===== src/rtl/img_writer.sv =====
// img_writer: Avalon-MM slave that turns software-pushed pixels into a
// VGA-style stream (RGB, active-low HSYNC/VSYNC, frame_start) with its own
// sync timing. A small FIFO decouples bus writes from the pixel clock.
module img_writer #(
  parameter int H_ACTIVE   = 640,
  parameter int H_FP       = 16,
  parameter int H_SYNC     = 96,
  parameter int H_BP       = 48,
  parameter int V_ACTIVE   = 480,
  parameter int V_FP       = 10,
  parameter int V_SYNC     = 2,
  parameter int V_BP       = 33,
  parameter int FIFO_DEPTH = 16
) (
  input  logic        clk,
  input  logic        reset_n,
  input  logic [23:0] writedata,
  input  logic        write,
  input  logic        read,
  input  logic        chipselect,
  input  logic        address,
  output logic [23:0] readdata,
  output logic [7:0]  VGA_R,
  output logic [7:0]  VGA_G,
  output logic [7:0]  VGA_B,
  output logic        HSYNC,
  output logic        VSYNC,
  output logic        frame_start
);

  localparam int H_TOTAL = H_ACTIVE + H_FP + H_SYNC + H_BP;
  localparam int V_TOTAL = V_ACTIVE + V_FP + V_SYNC + V_BP;
  localparam int AW      = (FIFO_DEPTH > 1) ? $clog2(FIFO_DEPTH) : 1;

  localparam logic [11:0] H_ACT_C   = 12'(H_ACTIVE);
  localparam logic [11:0] H_SYNC_S  = 12'(H_ACTIVE + H_FP);
  localparam logic [11:0] H_SYNC_E  = 12'(H_ACTIVE + H_FP + H_SYNC);
  localparam logic [11:0] H_LAST_C  = 12'(H_TOTAL - 1);
  localparam logic [11:0] V_ACT_C   = 12'(V_ACTIVE);
  localparam logic [11:0] V_SYNC_S  = 12'(V_ACTIVE + V_FP);
  localparam logic [11:0] V_SYNC_E  = 12'(V_ACTIVE + V_FP + V_SYNC);
  localparam logic [11:0] V_LAST_C  = 12'(V_TOTAL - 1);
  localparam logic [7:0]  DEPTH_C   = 8'(FIFO_DEPTH);
  localparam logic [AW-1:0] PTR_LAST_C = AW'(FIFO_DEPTH - 1);

  // Pixel storage and FIFO bookkeeping
  logic [23:0]   mem_q [FIFO_DEPTH];
  logic [AW-1:0] wrPtr_q, wrPtr_d;
  logic [AW-1:0] rdPtr_q, rdPtr_d;
  logic [7:0]    level_q, level_d;

  // Control/status and raster position
  logic        enable_q, enable_d;
  logic        overflow_q, overflow_d;
  logic        underflow_q, underflow_d;
  logic [11:0] hcnt_q, hcnt_d;
  logic [11:0] vcnt_q, vcnt_d;

  // Registered video outputs
  logic [23:0] rgb_q, rgb_d;
  logic        hsync_q, hsync_d;
  logic        vsync_q, vsync_d;
  logic        frameStart_q, frameStart_d;

  // Decoded bus strobes and per-cycle datapath conditions
  logic        busWr, pushReq, ctrlWr, stopReq, flagClr;
  logic        run, active, fifoEmpty, fifoFull, pop, push, flush;
  logic [23:0] headPixel;

  assign busWr     = chipselect & write;
  assign pushReq   = busWr & ~address;
  assign ctrlWr    = busWr & address;
  // A control write with bit0 clear stops the raster in this very cycle.
  assign stopReq   = ctrlWr & ~writedata[0];
  assign flagClr   = ctrlWr & writedata[1];
  assign run       = enable_q & ~stopReq;
  assign active    = (hcnt_q < H_ACT_C) && (vcnt_q < V_ACT_C);
  assign fifoEmpty = (level_q == 8'd0);
  assign fifoFull  = (level_q == DEPTH_C);
  assign pop       = run & active & ~fifoEmpty;
  // When full, a push only fits if the same cycle frees a slot.
  assign push      = pushReq & (~fifoFull | pop);
  // Only the enabled->disabled transition flushes, so a prefill survives.
  assign flush     = enable_q & stopReq;
  assign headPixel = mem_q[rdPtr_q];

  // Next-state logic for FIFO, flags, raster counters and video outputs
  always_comb begin
    enable_d     = ctrlWr ? writedata[0] : enable_q;
    wrPtr_d      = wrPtr_q;
    rdPtr_d      = rdPtr_q;
    level_d      = level_q;
    hcnt_d       = hcnt_q;
    vcnt_d       = vcnt_q;
    rgb_d        = 24'd0;
    hsync_d      = 1'b1;
    vsync_d      = 1'b1;
    frameStart_d = 1'b0;

    if (flush) begin
      wrPtr_d = '0;
      rdPtr_d = '0;
      level_d = 8'd0;
    end else begin
      if (push) begin
        wrPtr_d = (wrPtr_q == PTR_LAST_C) ? '0 : wrPtr_q + AW'(1);
      end
      if (pop) begin
        rdPtr_d = (rdPtr_q == PTR_LAST_C) ? '0 : rdPtr_q + AW'(1);
      end
      case ({push, pop})
        2'b10:   level_d = level_q + 8'd1;
        2'b01:   level_d = level_q - 8'd1;
        default: level_d = level_q;
      endcase
    end

    overflow_d  = (overflow_q & ~flagClr) | (pushReq & fifoFull & ~pop);
    underflow_d = (underflow_q & ~flagClr) | (run & active & fifoEmpty);

    if (!run) begin
      hcnt_d = 12'd0;
      vcnt_d = 12'd0;
    end else begin
      if (hcnt_q == H_LAST_C) begin
        hcnt_d = 12'd0;
        vcnt_d = (vcnt_q == V_LAST_C) ? 12'd0 : vcnt_q + 12'd1;
      end else begin
        hcnt_d = hcnt_q + 12'd1;
      end
      rgb_d        = (active && !fifoEmpty) ? headPixel : 24'd0;
      hsync_d      = !((hcnt_q >= H_SYNC_S) && (hcnt_q < H_SYNC_E));
      vsync_d      = !((vcnt_q >= V_SYNC_S) && (vcnt_q < V_SYNC_E));
      frameStart_d = (hcnt_q == 12'd0) && (vcnt_q == 12'd0);
    end
  end

  // State and output registers with asynchronous active-low reset
  always_ff @(posedge clk or negedge reset_n) begin
    if (!reset_n) begin
      wrPtr_q      <= '0;
      rdPtr_q      <= '0;
      level_q      <= 8'd0;
      enable_q     <= 1'b0;
      overflow_q   <= 1'b0;
      underflow_q  <= 1'b0;
      hcnt_q       <= 12'd0;
      vcnt_q       <= 12'd0;
      rgb_q        <= 24'd0;
      hsync_q      <= 1'b1;
      vsync_q      <= 1'b1;
      frameStart_q <= 1'b0;
    end else begin
      wrPtr_q      <= wrPtr_d;
      rdPtr_q      <= rdPtr_d;
      level_q      <= level_d;
      enable_q     <= enable_d;
      overflow_q   <= overflow_d;
      underflow_q  <= underflow_d;
      hcnt_q       <= hcnt_d;
      vcnt_q       <= vcnt_d;
      rgb_q        <= rgb_d;
      hsync_q      <= hsync_d;
      vsync_q      <= vsync_d;
      frameStart_q <= frameStart_d;
    end
  end

  // FIFO storage write port; contents need no reset since level gates reads
  always_ff @(posedge clk) begin
    if (push) begin
      mem_q[wrPtr_q] <= writedata;
    end
  end

  // Zero-wait-state read mux for status and raster position
  always_comb begin
    readdata = 24'd0;
    if (chipselect && read) begin
      if (address) begin
        readdata = {vcnt_q, hcnt_q};
      end else begin
        readdata = {13'd0, overflow_q, underflow_q, enable_q, level_q};
      end
    end
  end

  assign VGA_R       = rgb_q[23:16];
  assign VGA_G       = rgb_q[15:8];
  assign VGA_B       = rgb_q[7:0];
  assign HSYNC       = hsync_q;
  assign VSYNC       = vsync_q;
  assign frame_start = frameStart_q;

endmodule


===== config.mk =====
export PLATFORM = sky130hd
export DESIGN_NAME = img_writer
export DESIGN_NICKNAME = d
export VERILOG_FILES = /design/src/rtl/img_writer.sv
export SDC_FILE = /design/constraint.sdc
export NUM_CORES = 1
export LEC_CHECK = 0
export ABC_AREA = 1
export CAP_MARGIN = 20
export CORE_ASPECT_RATIO = 1.5
export CORE_UTILIZATION = 45
export CTS_BUF_LIST = sky130_fd_sc_hd__clkbuf_4
export DETAILED_ROUTE_END_ITERATION = 8
export DONT_BUFFER_PORTS = 1
export PLACE_DENSITY = 0.72
export SLEW_MARGIN = 10
export SYNTH_ARGS = -nofsm -noshare
export SYNTH_HDL_FRONTEND = slang
export SYNTH_SLANG_ARGS = --single-unit

===== constraint.sdc =====
create_clock -name clk -period 3.5 [get_ports clk]
set_input_delay 0.175 -clock clk [delete_from_list [all_inputs] [get_ports clk]]
set_output_delay 0.175 -clock clk [all_outputs]
set_load 0.02 [all_outputs]

Yosys cells after proc, flatten, opt, wreduce, memory -nomap -nowiden
Memories as Yosys holds them, arrays and structs flattened.
Index checks and enable logic that the tools add are counted.
Storage, ports and cells
  logic and storage cells: 95
  memories kept: 1
  input bits: 30
  output and inout bits: 51
  latch bits: 0
  register bits: 70
  memory bits (writable): 384
  ROM bits: 0
Operators by class
  shift operators: 0
  bitwise operators: 25
  order comparisons: 6
  reduce and logical (&&, ||, !) cells: 15
  muxes and demuxes: 22
  equality and inequality tests: 8
  add/sub/neg operators: 6
  div/mod/pow operators: 0
  multiply operators: 0
Memory list
  mem_q: depth 16, bits a word 24, rd ports 1, clocked after memory_dff 0, wr ports 1, line 47  | logic [23:0] mem_q [FIFO_DEPTH];
Operators with widths (number)
  24-bit two-way mux: 4
  12-bit two-way mux: 5
  12-bit by 1-bit adder with 12-bit output (second input constant): 2
  12-bit by 10-bit == test with 1-bit output (second input constant): 2
  12-bit logical NOT: 2
  12-bit by 10-bit < comparator with 1-bit output (second input constant): 2
  12-bit by 9-bit < comparator with 1-bit output (second input constant): 2
  4-bit two-way mux: 6
  8-bit one-hot mux with 2 select lines: 1
  1-bit bitwise AND: 15
  12-bit by 10-bit greater-or-equal comparator with 1-bit output (second input constant): 1
  12-bit by 9-bit greater-or-equal comparator with 1-bit output (second input constant): 1
  4-bit by 1-bit adder with 4-bit output (second input constant): 2
  8-bit by 1-bit adder with 8-bit output (second input constant): 1
  4-bit == test (second input constant): 2
  8-bit by 5-bit == test with 1-bit output (second input constant): 1
  8-bit logical NOT: 1
  8-bit two-way mux: 1
  8-bit by 1-bit subtractor with 8-bit output (second input constant): 1
  1-bit NOT: 7
  1-bit logical AND: 6
  1-bit two-way mux: 5
  2-bit nonzero test: 2
  1-bit logical NOT: 3
  other kinds (5): 7

Logic depth before layout (Yosys ltp)
  depth in word-level cells: 12
  mapped depth: 19
  depth with buffers taken out: 19

Least setup slack after synthesis
No wires, ideal clock.
  kind: register -> register
  from: reg vcnt_q[11]
  to: mem mem_q[11][0], enable pin
  clock period less this slack: 2.844 ns
  data required time: 3.095 ns
  setup time: 0.405 ns
  slack: 0.656 ns
  data arrival time: 2.439 ns
  buffers on the path: 0
  cell stages (with the launch flop): 10
  cell sequence: dfrtp_1 > nor2_4 > nand2_2 > nor2_2 > nand2_2 > nor2_8 > inv_2 > a21oi_4 > nand2_1 > nor2_1
On the way
  word-level cells in the longest chain between the ends: 8
RTL lines
  start, declared: line 57  | logic [11:0] vcnt_q, vcnt_d;
  start signal, assigned: line 161  | vcnt_q <= vcnt_d;
  12-bit by 9-bit < comparator with 1-bit output: line 77  | assign active = (hcnt_q < H_ACT_C) && (vcnt_q < V_ACT_C);
  1-bit logical AND: line 77
  1-bit bitwise AND (2 in series): line 80  | assign pop = run & active & ~fifoEmpty;
  1-bit OR: line 82  | assign push = pushReq & (~fifoFull | pop);
  1-bit bitwise AND: line 82
  1-bit two-way mux: line 171  | if (push) begin
  1-bit two-way mux (not written as such): line 172  | mem_q[wrPtr_q] <= writedata;
  end, declared: line 47
Every way passes these cells.

Worst setup path after layout
  from: in writedata[0]
  to: mem mem_q[8][12], enable pin
On the way
  word-level cells in the longest chain between the ends: 10
RTL lines
  start, declared: line 17  | input logic [23:0] writedata,
  1-bit NOT: line 74  | assign stopReq = ctrlWr & ~writedata[0];
  1-bit bitwise AND: line 74
  1-bit NOT: line 76  | assign run = enable_q & ~stopReq;
  1-bit bitwise AND: line 76
  1-bit bitwise AND (2 in series): line 80
  1-bit OR: line 82
  1-bit bitwise AND: line 82
  1-bit two-way mux: line 171
  1-bit two-way mux (not written as such): line 172
Every way passes these cells.

==> impl_metrics.ini <==
[status]
status = completed

[drt]
ant_nets = 0
drtPass1Iterations = 5
wire_per_inst_um = 21.5
drc = 0
route.vias.total = 12700
viasPerCell = 5.81
first_iter_violations = 1145
routed_wl_um = 46800

[die]
core_mm2 = 0.0404
die_area_mm2 = 0.0420
die_w_um = 168
num_rows = 90
fp.dieH_um = 251
start_util_pct = 45.8
ios = 81

[clocking]
cts_root_buf = clkbuf_4
cts_made_buffers = 103
insertion_delay_ns = 0.83
cts.clk_slew.worst_paths_ns = 0.07
numClockSinks = 454
clockBufferDepth = 3
cts_tree = yes
cts_htree_levels = 3

[setup_path]
slowest_delay_ns = 1.01
critPathSlowestCell = dlygate4sd3_1
crit_path_frequent_cell = dlygate4sd3_1
arrival_ns = 3.69
cp-start-kind = input port
critPathKind = in -> reg
cp-end-kind = flip-flop
crit_chain = dlygate4sd3_1 > inv_1 > nand4_1 > dlygate4sd3_1 > nand3_2 > nor2_8 > inv_2 > a21oi_4 > nand2_1 > nor2_4 > buf_4
required_ns = 3.97
path_delay_family = buffers and inverters
path_max_fanout = 17
cp.buffers_inverters = 5

[min_path]
hp-class = in -> reg

[sta]
fmax_mhz = 311
finalSetupViolCount = 0
rsz0062_at_grt = false
period_minus_slack_ns = 3.22
period_share_pct = 91.9
hold_ws_ns = 0.180
clock-skew-final_ns = 0.0607
slew_viol_final = 0
tightestPinTransition_ns = 1.07
slew_headroom_pct = 28.8
hold_violations = 0
finalSetupTns_ns = 0

[logic_synthesis]
syn_area_mm2 = 0.0185
synth_top_area_share_pct = 62.2
synth_area_leaders = edfxtp_1 62%, dfrtp_1 9.2%, nand2_1 6.3%, a21oi_1 4.8%, nor2_1 1.8%
synth_adder_area_share_pct = 0.878
synth_top_family_by_area = compound AO/OA/AOI/OAI gates
synth_edf_count = 384
syn-num-nets = 1531
synth_mux_area_share_pct = 0
yosysUniqueCellTypes = 52
ys_ff_latch = 454
ys_warn_count = 0
synthXorXnorAreaFrac_pct = 0.284
syn_area_per_cell_um2 = 12.5
synthArstFlopShare_pct = 15.4
synth_flop_cell = edfxtp_1
synth.largest_area_cell = edfxtp_1
synth-seq-area-share_pct = 71.7
syn_inst = 1488
yosys.area_share.simple_pct = 11.4
synth_compound_area_share_pct = 12.6

[placement]
hpwl_um = 28800
placed_area_mm2 = 0.0193
gp_congestion = 0.869
post-place-cells = 1951
io_buffers = 0

[finish]
fin_area_mm2 = 0.0210
regArea_mm2 = 0.0133
nFillCells = 3384
final_cells = 2179
final_nets = 1627
multi_input_comb_area_mm2 = 0.00474
layout_common_cells = 384 x edfxtp_1, 311 x nand2_1, 179 x a21oi_1
layout_commonest_cell = edfxtp_1
area_growth_pct = 13.5
drive_above_1_share_pct = 15.6
fin_util_pct = 52.0

[power_and_ir_drop]
p_int_w = 0.00992
pwr-share-seq_pct = 43.0
leakagePower_nw = 7.55
p_sw_w = 0.00565
p_per_area_mw_per_mm2 = 740
p_sw_share_pct = 36.3
pwr-share-comb_pct = 29.7
vdd.ir_drop.worst_v = 0.000406
clkPwrFrac_pct = 27.3

[grt]
grt_max_degree = 74
antenna_found_initial = 6
grt_pass1_wl_um = 72300
grt_pass1_vias = 13000
grtUsageTotal_pct = 22.9
grt-ovfl-total = 0

[flow_run]
drv_cap = 0
[cells in the mapped netlist (all sizes together) (2+ instances only)]
cell type  count
a22oi         31
a211oi        12
nor4           4
a2111oi       13
inv           66
a311oi         2
xor2           6
o211ai         2
clkinv         4
nand2        322
o2111a         2
dfrtp         68
dfstp          2
nor3          34
nand3         28
o22ai          7
o21a           2
a31oi          4
o21ai         40
ha            13
edfxtp       384
clkbuf        55
a21oi        181
a221oi        34
buf           27
a32o          27
nand4         14
nor2          94
o221ai         2
[power by group through the flow]
stage,Sequential [W],Clock [W],Combinational (W)
after global placement,0.00682,0,0.00435
after detailed placement,0.00682,0,0.00443
after global routing,0.00674,0.00459,0.00506
final,0.00670,0.00425,0.00463
after CTS,0.00671,0.00434,0.00458
after floorplan,0.00663,0,0.00319
[worst paths after layout]
check | from | endpoint | slack, ns | cells past startpoint
max in group asynchronous | reset_n | rdPtr_q[0] | 2.52 | 4
setup reg to reg | vcnt_q[11] | mem_q[8][12] | 0.70 | 10
setup / recovery | writedata[0] | mem_q[8][12] | 0.28 | 11
hold / removal | write | overflow_q | 0.18 | 4
hold reg to reg | hcnt_q[0] | hcnt_q[0] | 0.50 | 1
min in group asynchronous | reset_n | HSYNC | 0.55 | 3
[state kept, by name, summed over array words and instances (netlist names), 4 cells and up]
| signal | flops |
|---|---|
| mem_q | 384 |
| rgb_q | 24 |
| hcnt_q | 12 |
| vcnt_q | 12 |
| level_q | 8 |
| rdPtr_q | 4 |
| wrPtr_q | 4 |
[stage by stage]
stage	worst slack, ns	total power (W)
global route	0.0923	0.0164
detailed placement	0.731	0.0113
CTS	0.299	0.0156
floorplan	0.656	0.00982
finish	0.282	0.0156
global placement	0.803	0.0112
[repair_timing]
| item | in CTS | in global routing |
|---|---|---|
| endpoints found under the setup margin | 0 | 0 |
| buffers inserted | 0 | 0 |
| hold buffers | 34 | 0 |
| hold endpoints to repair | 467 | 0 |
| gates resized for setup | 0 | 0 |
[cells by family (layout without fill, tap and decap cells)]
logic type,count (synthesis),after routing
xor+xnor,6,6
buf+inv,152,334
simple gates,499,499
flops,454,454
compound gates,364,364
other cells,0,3
fa+ha+maj,13,13
[final cells by class]
class	instances	share of cell area, %
flip-flops and latches	454	63.2
multi-input cells	882	22.5
clock buffers	159	5.67
repair buffers	73	3.41
well taps	506	3.01
inverters	70	1.29
clock inverters	32	0.868
diodes	3	0.0357
[layer usage]
| metal | vias up | wire length, µm | global-route usage [%] |
|---|---|---|---|
| li1 | 5764 | - | - |
| met1 | 6210 | 17200 | 26.1 |
| met2 | 589 | 24700 | 40.5 |
| met3 | 100 | 3430 | 4.55 |
| met4 | 4 | 1540 | 11.7 |
| met5 | - | 23 | 0 |
[tightest hold or removal path: cells and delay by family]
| kind | cells | cell delay (ns) |
|---|---|---|
| buffers and inverters | 1 | 0.58 |
| AO/OA/AOI/OAI | 2 | 0.15 |
| AND/OR/NAND/NOR | 1 | 0.05 |
Power figures use the tool's default switching activity.
